## src/rtl/adder_serial_nbit.sv

```systemverilog
// Multi-cycle N-bit adder: CHUNK bits per clock through a ripple slice.
// Optional subtract mode via ADDER_SERIAL_SUB_EN (adds the sub port).
module adder_serial_nbit #(
  parameter int WIDTH = 16,
  parameter int CHUNK = 4
) (
  input  logic             clk,
  input  logic             rst,
  input  logic             start,
  input  logic [WIDTH-1:0] a,
  input  logic [WIDTH-1:0] b,
  input  logic             carry_in,
`ifdef ADDER_SERIAL_SUB_EN
  input  logic             sub,
`endif
  output logic             busy,
  output logic             done,
  output logic [WIDTH-1:0] sum,
  output logic             carry_out,
  output logic             overflow
);

  localparam int N  = WIDTH / CHUNK;
  localparam int CW = (N > 1) ? $clog2(N) : 1;

  typedef enum logic [1:0] {
    IDLE,
    ADD,
    DONE
  } state_e;

  state_e state_q, state_d;

  logic [WIDTH-1:0] a_q, a_d;
  logic [WIDTH-1:0] b_q, b_d;
  logic [WIDTH-1:0] res_q, res_d;
  logic [WIDTH-1:0] sum_q, sum_d;
  logic             carry_q, carry_d;
  logic             cout_q, cout_d;
  logic             ovf_q, ovf_d;
  logic [CW-1:0]    cnt_q, cnt_d;

  logic             b_inv;
  logic             c0;
  logic [WIDTH-1:0] b_in;

  logic [CHUNK-1:0] ca;
  logic [CHUNK-1:0] cb;
  logic [CHUNK-1:0] cs;
  logic [CHUNK:0]   cc;
  logic [WIDTH-1:0] res_sh;
  logic             last;

`ifdef ADDER_SERIAL_SUB_EN
  // a - b as a + ~b + 1; carry_in is ignored while subtracting
  assign b_inv = sub;
  assign c0    = sub ? 1'b1 : carry_in;
`else
  assign b_inv = 1'b0;
  assign c0    = carry_in;
`endif

  assign b_in = b ^ {WIDTH{b_inv}};

  always_comb begin
    ca    = a_q[int'(cnt_q)*CHUNK +: CHUNK];
    cb    = b_q[int'(cnt_q)*CHUNK +: CHUNK];
    cc    = '0;
    cs    = '0;
    cc[0] = carry_q;
    for (int i = 0; i < CHUNK; i++) begin
      cs[i]   = ca[i] ^ cb[i] ^ cc[i];
      cc[i+1] = (ca[i] & cb[i])
              | (cc[i] & (ca[i] ^ cb[i]));
    end
  end

  // Result enters at the top and shifts down one chunk per cycle
  generate
    if (CHUNK == WIDTH) begin : g_one
      assign res_sh = cs;
    end else begin : g_shift
      assign res_sh = {cs, res_q[WIDTH-1:CHUNK]};
    end
  endgenerate

  assign last = (cnt_q == CW'(N - 1));

  always_comb begin
    state_d = state_q;
    a_d     = a_q;
    b_d     = b_q;
    res_d   = res_q;
    sum_d   = sum_q;
    carry_d = carry_q;
    cout_d  = cout_q;
    ovf_d   = ovf_q;
    cnt_d   = cnt_q;
    unique case (state_q)
      IDLE, DONE: begin
        state_d = IDLE;
        if (start) begin
          a_d     = a;
          b_d     = b_in;
          carry_d = c0;
          cnt_d   = '0;
          state_d = ADD;
        end
      end
      ADD: begin
        res_d   = res_sh;
        carry_d = cc[CHUNK];
        if (last) begin
          sum_d   = res_sh;
          cout_d  = cc[CHUNK];
          ovf_d   = cc[CHUNK] ^ cc[CHUNK-1];
          state_d = DONE;
        end else begin
          cnt_d = cnt_q + 1'b1;
        end
      end
      default: state_d = IDLE;
    endcase
  end

  always_ff @(posedge clk) begin
    if (rst) begin
      state_q <= IDLE;
      a_q     <= '0;
      b_q     <= '0;
      res_q   <= '0;
      sum_q   <= '0;
      carry_q <= 1'b0;
      cout_q  <= 1'b0;
      ovf_q   <= 1'b0;
      cnt_q   <= '0;
    end else begin
      state_q <= state_d;
      a_q     <= a_d;
      b_q     <= b_d;
      res_q   <= res_d;
      sum_q   <= sum_d;
      carry_q <= carry_d;
      cout_q  <= cout_d;
      ovf_q   <= ovf_d;
      cnt_q   <= cnt_d;
    end
  end

  assign busy      = (state_q == ADD);
  assign done      = (state_q == DONE);
  assign sum       = sum_q;
  assign carry_out = cout_q;
  assign overflow  = ovf_q;

endmodule

```

## config.mk

```make
export PLATFORM = sky130hd
export DESIGN_NAME = adder_serial_nbit
export DESIGN_NICKNAME = d
export VERILOG_FILES = /design/src/rtl/adder_serial_nbit.sv
export SDC_FILE = /design/constraint.sdc
export NUM_CORES = 1
export LEC_CHECK = 0
export ABC_AREA = 1
export CORE_UTILIZATION = 51
export CTS_CLUSTER_SIZE = 14
export DETAILED_ROUTE_END_ITERATION = 16
export GPL_TIMING_DRIVEN = 0
export HOLD_SLACK_MARGIN = 0.08
export PLACE_DENSITY = 0.79
export SLEW_MARGIN = 20
export SYNTH_ARGS = -nofsm -noshare
export SYNTH_HDL_FRONTEND = slang
export SYNTH_SLANG_ARGS = --single-unit
```

## constraint.sdc

```tcl
create_clock -name clk -period 3.2 [get_ports clk]
set_input_delay 0.32 -clock clk [delete_from_list [all_inputs] [get_ports clk]]
set_output_delay 0.32 -clock clk [all_outputs]
set_load 0.02 [all_outputs]
```

==> results.cfg <==
[run_status]
run_status = finished, final reports clean

[critical_path]
timing.critical_path.cells = clkbuf_4 > clkinvlp_4 > o21ai_0 > o22ai_1 > fa_1 > inv_1 > fa_1 > inv_1 > fa_1 > inv_1 > fa_1 > nand2_1 > nand2_1 > nor2_1
start_kind = flip-flop
timing.critical_path.to_type = flip-flop
critical_path.top_delay_family = adder cells
slowest_stage = fa_1
critPathMostFrequentCell = fa_1
cp_slowest_stage_delay_ns = 0.44
crit_buf_inv = 5
path_max_fanout = 8
worstSetupPathType = reg -> reg
critPathRequiredTime_ns = 3.48
critPathArrivalTime_ns = 3.24

[sta]
max_freq_mhz = 338
slew_headroom_pct = 68.9
timing.clock.skew_ns = 0.00478
slew_viol_final = 0
finalCritPeriodShare_pct = 92.6
report.final.hold_viol_count = 0
setup-violations-final = 0
tightest_slew_ns = 0.467
period_minus_slack_ns = 2.96

[grt]
grt_overflow = 0
grt_antenna_before_repair = 0
pin_count_of_the_biggest_net_entering_global_routing = 11
number_of_global_route_vias_before_repair = 2481
grt_usage_pct = 25.3
grt_pass1_wl_um = 11400

[clock_network]
clock_insertion_delay_worst_skew_ns = 0.34
clk_path_buf_depth = 2
cts_inserted_buffers = 9
cts.htree.levels = 3
clock_sink_count = 67
register_clock_pin_slew_on_the_reported_worst_setup_and_hold_paths_ns = 0.07
clock_tree.root_cell = clkbuf_8
tritoncts = done

[route]
detailedRoute.firstPassIterationCount = 4
overall_routed_net_length_um = 6570
dr.first_iter.drc_count = 102
post_drt_via_cell_ratio = 4.87
drtAntennaViolNets = 0
drc_violations_left = 0
post_drt_wl_per_cell_um = 12.3
vias = 2607

[power_and_ir_drop]
power.density_nw_per_um2 = 529
power_switching_mw = 0.522
cell_internal_pwr_mw = 1.41
pwr-share-clk_pct = 34.6
peakVddDrop_v = 0.000407
cellLeakagePower_nw = 1.60
power.share.combinational_pct = 17.4
switching_portion_of_total_power_pct = 27.0
seq_power_share_pct = 48.0

[job]
max-cap-violations = 0

[layout]
layout.nets = 503
diodes = 0
fillCellCount = 478
seq_area_um2 = 1340
drive_gt1_share_pct = 7.96
final-instance-count-excl-fill = 535
postLayoutCellArea_um2 = 3650
growth_of_design_area_from_synthesis_to_finish_pct = 30.7
multi_input_area_um2 = 1210

[synthesis]
yosysUniqueCellTypes = 20
synthesis.instances = 393
yosysWarnings = 0
post_synth.cell_area_avg_um2 = 7.11
synth_seq_cells = 67
synth_fp_nets = 434
synth_area_um2 = 2790
synth.yosys.seq_area_share_pct = 48.0

[placement]
placed_cell_count = 518
gpl.final_weighted_congestion = 0.876
total_placed_instance_area_um2 = 3430
dp_hpwl_um = 4760
port_buffers = 55

[die]
core_area_um2 = 5200
core.rowCount = 26
die_area_um2 = 5780
die_x_um = 76
vert_die_dim_um = 76
io_pins = 56
initial_core_util_pct = 53.7

[min_path]
timing.hold.worst.class = reg -> reg
[cells by family (layout without fill, tap and decap cells)]
family / after synthesis / after routing / share of synthesized area (%)
buffers and inverters: 57 / 129 / 8.69
and+or+nand+nor: 194 / 194 / 27.2
DFF: 67 / 67 / 48.0
adders and majority gates: 5 / 5 / 3.32
AOI/OAI and AO/OA: 70 / 70 / 12.7
[final timing paths]
check             endpoint     start  slack (ns)  depth (start not counted)
setup reg to reg   sum[15]  cnt_q[0]        0.24                         14
setup / recovery   sum[15]  cnt_q[0]        0.24                         14
hold / removal    res_q[8]  res_q[8]        0.47                          2
hold reg to reg   res_q[8]  res_q[8]        0.47                          2
[power by group through the flow]
| stage | clock network [mW] | registers, mW | logic [mW] |
|---|---|---|---|
| CTS | 0.678 | 0.926 | 0.327 |
| floorplan | 0 | 0.936 | 0.207 |
| finish | 0.668 | 0.927 | 0.336 |
| detailed placement | 0 | 0.944 | 0.323 |
| global route | 0.709 | 0.933 | 0.387 |
| global placement | 0 | 0.943 | 0.317 |
[routing by layer]
layer	share of wire (%)	global-route usage, %	wire length, µm
met5	0	0	0
met4	2.6	14.6	173
met3	3.4	4.31	226
met2	50	44.2	3310
met1	43	29.2	2850
[metrics by stage]
step	hold WS, ns	setup WS [ns]	util (%)	TNS, ns	power [mW]
4_1_cts	0.472	0.0520	69.4	0	1.93
3_3_place_gp	0.452	0.120	65.9	0	1.26
5_1_grt	0.500	-0.00655	70.1	-0.00655	2.03
3_5_place_dp	0.463	0.107	65.9	0	1.27
2_1_floorplan	0.389	0.570	-	0	1.14
6_report	0.473	0.238	70.1	0	1.93
[flip-flops by register name (all words and copies together) (netlist names)]
name,count
overflow,1
a_q,16
sum,16
b_q,16
carry_q,1
state_q,2
res_q,12
cnt_q,2
carry_out,1
[layout by cell type (no fill, tap or decap), types with 2 or more instances in the layout]
| cell | count |
|---|---|
| clkbuf_8 | 10 |
| buf_4 | 3 |
| o21ai_0 | 55 |
| clkbuf_1 | 8 |
| nand3_1 | 15 |
| buf_2 | 8 |
| a21oi_1 | 10 |
| clkinvlp_4 | 2 |
| fa_1 | 4 |
| clkbuf_2 | 3 |
| clkinv_2 | 2 |
| clkbuf_4 | 2 |
| buf_6 | 2 |
| inv_1 | 32 |
| dfxtp_1 | 67 |
| o22ai_1 | 4 |
| nand2_1 | 62 |
| nor2_1 | 113 |
| clkdlybuf4s50_1 | 55 |
[Yosys cell counts (all sizes together)]
| library cell | n | share of area, % |
|---|---|---|
| a21oi | 10 | 1.8 |
| buf | 11 | 2.4 |
| clkbuf | 11 | 1.6 |
| clkinv | 1 | 0.13 |
| dfxtp | 67 | 48 |
| fa | 4 | 2.9 |
| ha | 1 | 0.45 |
| inv | 34 | 4.6 |
| nand2 | 63 | 8.6 |
| nand3 | 15 | 2.7 |
| nor2 | 115 | 16 |
| nor3 | 1 | 0.18 |
| o21ai | 56 | 10 |
| o22ai | 4 | 0.90 |
[worst min-delay path, delay by kind of cell, from the launching register on]
family                 cells  cell delay, ns
AO/OA/AOI/OAI              1            0.06
buffers and inverters      1            0.07
flip-flops                 1            0.30
[timing repair]
item	CTS	global route
gates resized for setup	0	10
endpoints found under the setup margin	0	5
hold buffers	0	0
buffers inserted	0	3
[layout make-up]
cell class | instances | area share [%]
sequential | 67 | 36.8
multi-input combinational | 269 | 33.1
timing repair buffer | 58 | 15.7
clock buffer | 11 | 3.87
inverter | 35 | 3.81
buffer | 22 | 3.26
tap | 70 | 2.40
clock inverter | 3 | 1.10
(Power assumes the default switching activity.)
